===== config.mk =====
export PLATFORM = sky130hd
export DESIGN_NAME = hazard_detection_unit
export DESIGN_NICKNAME = d
export VERILOG_FILES = /design/src/rtl/hazard_detection_unit.sv
export SDC_FILE = /design/constraint.sdc
export NUM_CORES = 1
export LEC_CHECK = 0
export ABC_AREA = 1
export BUFFER_PORTS_ARGS = -buffer_cell sky130_fd_sc_hd__buf_2
export CORE_AREA = 4 4 41 43
export CTS_BUF_LIST = sky130_fd_sc_hd__clkbuf_2
export DETAILED_ROUTE_END_ITERATION = 10
export DIE_AREA = 0 0 45 47
export PLACE_DENSITY = 0.78
export SYNTH_ARGS = -nofsm -noshare
export SYNTH_HDL_FRONTEND = slang
export SYNTH_SLANG_ARGS = --single-unit
export TNS_END_PERCENT = 1

===== constraint.sdc =====
create_clock -name clk -period 2.39 [get_ports clk]
set_clock_uncertainty 0.2 [all_clocks]
set_input_delay 0.1195 -clock clk [delete_from_list [all_inputs] [get_ports clk]]
set_output_delay 0.1195 -clock clk [all_outputs]
set_load 0.02 [all_outputs]

===== src/rtl/hazard_detection_unit.sv =====
// hazard_detection_unit: stall/flush controller for the 5-stage pipeline.
// Latency: outputs combinational in RUN (same cycle), registered-state decode in HOLD;
// a loadBranchEx stall lasts 2 cycles, every other cause 1 cycle.
// Backpressure: freezes PC and IF/ID (PCWrite/IF_ID_write low) and bubbles ID/EX while stalling.
//
// Ports:
//   clk, rst_n            - pipeline clock (rising edge), synchronous active-low reset
//   IF_ID_rs/rt/useRt     - source operands of the instruction in ID
//   IF_ID_branch          - ID instruction is beq/bne; branchTaken is its comparator result
//   ID_EX_memRead/regWrite/rd - producer currently in EX
//   EX_MEM_memRead/rd     - producer currently in MEM
//   PCWrite, IF_ID_write  - 1 = PC / IF/ID may update
//   ID_EX_flush           - 1 = inject bubble into ID/EX
//   IF_ID_flush           - 1 = squash the fetched instruction (taken branch)
//   stall                 - OR of all stall causes
//
// Optional feature: define HAZARD_PERF_CNT_EN to add saturating 16-bit stallCount and
// flushCount outputs; without it those ports and counters do not exist.

module hazard_detection_unit (
    input  logic       clk,
    input  logic       rst_n,
    input  logic [4:0] IF_ID_rs,
    input  logic [4:0] IF_ID_rt,
    input  logic       IF_ID_useRt,
    input  logic       IF_ID_branch,
    input  logic       branchTaken,
    input  logic       ID_EX_memRead,
    input  logic       ID_EX_regWrite,
    input  logic [4:0] ID_EX_rd,
    input  logic       EX_MEM_memRead,
    input  logic [4:0] EX_MEM_rd,
    output logic       PCWrite,
    output logic       IF_ID_write,
    output logic       ID_EX_flush,
    output logic       IF_ID_flush,
    output logic       stall
`ifdef HAZARD_PERF_CNT_EN
    ,
    output logic [15:0] stallCount,
    output logic [15:0] flushCount
`endif
);

    typedef enum logic {
        ST_RUN  = 1'b0,
        ST_HOLD = 1'b1
    } state_t;

    state_t state_q;
    state_t state_d;

    // ------------------------------------------------------------------
    // Operand match: register 0 is hard-wired zero and never a hazard.
    // rt only counts when the ID instruction actually reads it.
    // ------------------------------------------------------------------
    logic ex_match;
    logic mem_match;

    always_comb begin
        ex_match  = (ID_EX_rd != 5'd0) &&
                    ((ID_EX_rd == IF_ID_rs) || (IF_ID_useRt && (ID_EX_rd == IF_ID_rt)));
        mem_match = (EX_MEM_rd != 5'd0) &&
                    ((EX_MEM_rd == IF_ID_rs) || (IF_ID_useRt && (EX_MEM_rd == IF_ID_rt)));
    end

    // ------------------------------------------------------------------
    // Stall causes. Non-branch consumers only wait on a load in EX (the
    // forwarding network covers everything else). Branches compare in ID,
    // so they also wait on ALU results in EX and on loads in MEM.
    // ------------------------------------------------------------------
    logic load_use;
    logic alu_branch;
    logic load_branch_ex;
    logic load_branch_mem;
    logic any_cause;

    always_comb begin
        load_use        = ID_EX_memRead && ex_match && !IF_ID_branch;
        alu_branch      = IF_ID_branch && ID_EX_regWrite && !ID_EX_memRead && ex_match;
        load_branch_ex  = IF_ID_branch && ID_EX_memRead && ex_match;
        load_branch_mem = IF_ID_branch && EX_MEM_memRead && mem_match;
        any_cause       = load_use || alu_branch || load_branch_ex || load_branch_mem;
    end

    // ------------------------------------------------------------------
    // Next state and outputs. A load feeding a branch needs the load to
    // reach WB before the ID comparator sees valid data, so RUN hands off
    // to HOLD for the second stall cycle. HOLD ignores the pipeline inputs
    // entirely: the bubble just injected makes them meaningless there.
    // ------------------------------------------------------------------
    always_comb begin
        state_d     = state_q;
        PCWrite     = 1'b1;
        IF_ID_write = 1'b1;
        ID_EX_flush = 1'b0;
        IF_ID_flush = 1'b0;
        stall       = 1'b0;

        if (!rst_n) begin
            state_d = ST_RUN;
        end else begin
            unique case (state_q)
                ST_RUN: begin
                    if (any_cause) begin
                        PCWrite     = 1'b0;
                        IF_ID_write = 1'b0;
                        ID_EX_flush = 1'b1;
                        stall       = 1'b1;
                        // Longest stall wins when several causes coincide.
                        if (load_branch_ex) begin
                            state_d = ST_HOLD;
                        end
                    end else begin
                        // Branch resolved on valid operands: squash the
                        // sequentially fetched instruction if taken.
                        IF_ID_flush = IF_ID_branch && branchTaken;
                    end
                end
                ST_HOLD: begin
                    PCWrite     = 1'b0;
                    IF_ID_write = 1'b0;
                    ID_EX_flush = 1'b1;
                    stall       = 1'b1;
                    state_d     = ST_RUN;
                end
                default: begin
                    state_d = ST_RUN;
                end
            endcase
        end
    end

    always_ff @(posedge clk) begin
        if (!rst_n) begin
            state_q <= ST_RUN;
        end else begin
            state_q <= state_d;
        end
    end

`ifdef HAZARD_PERF_CNT_EN
    // ------------------------------------------------------------------
    // Saturating event counters for performance observation.
    // ------------------------------------------------------------------
    logic [15:0] stall_cnt_q;
    logic [15:0] stall_cnt_d;
    logic [15:0] flush_cnt_q;
    logic [15:0] flush_cnt_d;

    always_comb begin
        stall_cnt_d = stall_cnt_q;
        flush_cnt_d = flush_cnt_q;
        if (stall && (stall_cnt_q != 16'hFFFF)) begin
            stall_cnt_d = stall_cnt_q + 16'd1;
        end
        if (IF_ID_flush && (flush_cnt_q != 16'hFFFF)) begin
            flush_cnt_d = flush_cnt_q + 16'd1;
        end
    end

    always_ff @(posedge clk) begin
        if (!rst_n) begin
            stall_cnt_q <= 16'd0;
            flush_cnt_q <= 16'd0;
        end else begin
            stall_cnt_q <= stall_cnt_d;
            flush_cnt_q <= flush_cnt_d;
        end
    end

    assign stallCount = stall_cnt_q;
    assign flushCount = flush_cnt_q;
`endif

endmodule


# Word level (Yosys, flattened, before mapping)
# Cells that the tools add are included.
[word_totals]
ff_bits = 1
ramBits = 0
latch_bits = 0
romBits = 0
inputBits = 28
out_inout_bits = 5
mem_count = 0
[classes]
div = 0
n_mux = 12
n_eq_ne = 4
n_reduce_logical = 23
bitwise_logic = 1
shifts = 0
n_lt_le_gt_ge = 0
multipliers = 0
add_sub_neg = 0
[ops]
columns = ["cell", "count"]
rows = [
  ["$eq A5 B5 Y1", 4],
  ["$logic_and A1 B1 Y1", 14],
  ["$reduce_bool A5 Y1", 2],
  ["$mux W1", 9],
  ["$pmux W1 S2", 3],
  ["$logic_or A1 B1 Y1", 5],
  ["$logic_not A1 Y1", 2],
  ["$not A1 Y1", 1],
]

# Depth between registers and ports, before layout
[logic_depth]
ltp_word = 12
ltp_mapped = 11
mapped_depth_nobuf = 10

# Worst setup path before layout
# Ideal clock, no wire load.
[synth_path]
kind = "input to output"
from = "input port ID_EX_rd[0]"
to = "output port stall"
required_ns = 2.071
n_path_buf = 1
t_arrival_ns = 1.165
path_stages = 11
path_slack_ns = 0.905
cell_sequence = "inv_1 > nand2_1 > nand2_1 > nor2_1 > nand3_1 > nand2_1 > nand2_1 > nor2_1 > nor2_1 > nor2_1 > buf_4"
[synth_between]
elab_chain_cells = 12
[synth_lines]
columns = ["item", "line", "source"]
rows = [
  ["start, declared", "30", "input logic [4:0] ID_EX_rd,"],
  ["$eq A5 B5 Y1", "62", "((ID_EX_rd == IF_ID_rs) || (IF_ID_useRt && (ID_EX_rd == IF_ID_rt)));"],
  ["$logic_and A1 B1 Y1", "62", ""],
  ["$logic_or A1 B1 Y1", "62", ""],
  ["$logic_and A1 B1 Y1 *", "61", "ex_match = (ID_EX_rd != 5'd0) &&"],
  ["$logic_and A1 B1 Y1 (2 in series)", "79", "load_use = ID_EX_memRead && ex_match && !IF_ID_branch;"],
  ["$logic_or A1 B1 Y1", "83", "any_cause = load_use || alu_branch || load_branch_ex || load_branch_mem;"],
  ["$logic_or A1 B1 Y1 * (2 in series)", "83", ""],
  ["$mux W1 *", "-", ""],
  ["$pmux W1 S2 *", "-", ""],
  ["$mux W1 *", "-", ""],
  ["end, declared", "37", "output logic stall"],
]
# Mark *: on every way between the ends. The rest lies on a longest branch, timed or not.

# Worst setup path after layout
[layout_path]
from = "input port ID_EX_rd[4]"
to = "output port ID_EX_flush"
[layout_between]
elab_chain_cells = 12
[layout_lines]
columns = ["item", "line", "source"]
rows = [
  ["$eq A5 B5 Y1", "62", ""],
  ["$logic_and A1 B1 Y1", "62", ""],
  ["$logic_or A1 B1 Y1", "62", ""],
  ["$logic_and A1 B1 Y1 *", "61", ""],
  ["$logic_and A1 B1 Y1 (2 in series)", "79", ""],
  ["$logic_or A1 B1 Y1", "83", ""],
  ["$logic_or A1 B1 Y1 * (2 in series)", "83", ""],
  ["$mux W1 *", "105", "if (any_cause) begin"],
  ["$pmux W1 S2 *", "103", "unique case (state_q)"],
  ["$mux W1 *", "100", "if (!rst_n) begin"],
  ["end, declared", "35", "output logic ID_EX_flush,"],
]
# Marked as above.

==> qor.yml <==
leakage_nw: 0.485
setup.worst_path.start: "ID_EX_rd[4]"
dieWidth_um: 45
synth_nets: 146
relSlewSlack: 0.827
path_clk_slew_ns: 0
die_h_um: 47
worst-path-stages: 12
yosys-top-cells-area: "nand2_1 (44%), inv_1 (15%), nor2_1 (14%)"
antenna_found_initial: 0
final_util: 0.507
max-vdd-ir-drop_v: 0.0000857
regArea_um2: 20.0
io_buffers: 32
crit_path_end: "ID_EX_flush"
critPathRequiredTime_ns: 2.07
hold_class: "in -> reg"
worst-path-buf-inv: 3
cts_hold_buf: 0
fillCellCount: 157
grt_use_total: 0.138
yosys_warnings: 0
synth_seq_area_share: 0.0404
finalNetCount: 178
finalWirelength_mm: 1.45
regMostFlops: "state_q"
max_stage_delay_ns: 0.18
syn_area_um2: 495
start_util: 0.381
setup-violations-final: 0
totalPowerFinal_mw: 0.118
grt_pass1_vias: 600
largest_reg_flops: 1
rr_worst_depth: 3
criticalPathCategory: "in -> out"
drt_first_pass_iters: 4
area_delta_synth_final_pct: 33.1
grt_pass1_wl_mm: 2.30
grt_start_max_net_pins: 5
drive_gt1_frac: 0.243
ys_ff_latch: 1
reg_top3: "state_q (1)"
yosys.area.top_type: "nand2_1"
ant_nets: 0
vias_per_cell: 4.46
start_kind: "primary input"
cts-resized-gates: 0
vias: 727
fmax_mhz: 690
drt-initial-drc-count: 19
powerDensity_mw_per_mm2: 178
core_mm2: 0.00130
tns_ns: 0
grt_overflow_total: 0
clk_latency_ns: 0
drv_cap: 0
fin_crit_ns: 1.45
critPathTopFamily: "simple AND/OR/NAND/NOR gates"
routedWlPerCell_um: 8.92
slew_violations: 0
diodes: 0
cp_cell_sequence: "buf_2 > inv_2 > nand2_1 > nand2_1 > nor2_1 > nand3_1 > nand2_1 > nand2_1 > nor2_1 > nor2_1 > nor2_1 > buf_2"
fp-row-count: 13
fin_crit_sh: 0.607
ios: 33
synth_top_area_share: 0.439
die_area_mm2: 0.00212
syn_inst: 118
post-cts-setup-buffers: 0
worstPathMaxFanout: 4
rr_startpoint: "state_q"
rsz0062_at_grt: "false"
finalHoldViolations: 0
synth_cell_type_count: 11
worst_pin_slew_ns: 0.258
run_status: "completed"
worstPathArrival_ns: 1.13
globalplace.congestion: 0.888
drc: 0
hpwl_mm: 1.32
endpoint_kind: "output pin"
rr_endpoint: "state_q"
critPathSlowestCell: "buf_2"
synth_area_per_cell_um2: 4.20
multi_input_area_um2: 370
reg2reg_slack_ns: 1.58
[worst min-delay path, cell delays in order]
cell	delay, ns
buf_2	0.10
nand4_1	0.08
nor2_1	0.04
[cell families (layout without fill, tap and decap cells)]
| logic type | Yosys count | in the layout | synth area share |
|---|---|---|---|
| AND/OR/NAND/NOR | 88 | 88 | 0.702 |
| flip-flops | 1 | 1 | 0.0404 |
| buffers and inverters | 26 | 56 | 0.212 |
| AO/OA/AOI/OAI | 1 | 1 | 0.0101 |
| XOR/XNOR | 2 | 2 | 0.0354 |
[cell usage after synthesis]
| cell type | number |
|---|---|
| nor2_1 | 18 |
| inv_2 | 4 |
| nand2_1 | 58 |
| nand3_1 | 9 |
| nand4_1 | 2 |
| inv_1 | 20 |
| a21oi_1 | 1 |
| xnor2_1 | 2 |
| dfxtp_1 | 1 |
| buf_4 | 2 |
| nor3_1 | 1 |
[layout make-up]
| cell class | instances | share of cell area |
|---|---|---|
| multi-input cells | 91 | 0.562 |
| repair buffers | 32 | 0.243 |
| inverters | 24 | 0.137 |
| flip-flops and latches | 1 | 0.0304 |
| well taps | 15 | 0.0285 |
[cell usage in the layout (no fill, tap or decap), drive strengths merged]
master / netlist / final
nor2: 18 / 18
nand4: 2 / 2
inv: 24 / 24
nand3: 9 / 9
buf: 2 / 32
nand2: 58 / 58
xnor2: 2 / 2
a21oi: 1 / 1
dfxtp: 1 / 1
nor3: 1 / 1
[where the power goes]
part | internal, mW | switching [mW]
combinational | 0.0414 | 0.0589
clock | 0 | 0
sequential | 0.0172 | 0.0000367
[how the worst min path moves through the flow]
stage	start	endpoint	slack (ns)	cells after the start
after floorplan	IF_ID_branch	state_q	0.07	2
after global placement	ID_EX_memRead	state_q	0.21	3
after detailed placement	ID_EX_memRead	state_q	0.21	3
after CTS	ID_EX_memRead	state_q	0.21	3
after global routing	ID_EX_memRead	state_q	0.21	3
final	ID_EX_memRead	state_q	0.21	3
[metal layers]
layer  share of wire  up-vias  GRT usage
li1                -      405          -
met1            0.45      303      0.183
met2            0.49       19      0.263
met3           0.058        0    0.00383
met4               0        0          0
met5               0        -          0
[metrics by stage]
step                      cells  hold WS [ns]  instance area, um^2  setup WS [ns]
final                       163         0.205                  659          0.940
after global routing        163         0.213                  659          0.763
after CTS                   163         0.208                  659          0.937
after detailed placement    163         0.209                  659          0.941
after global placement      163         0.211                  659          0.964
after floorplan             118        0.0667                  495          0.905
No activity file was read; power rests on OpenSTA's default activity.
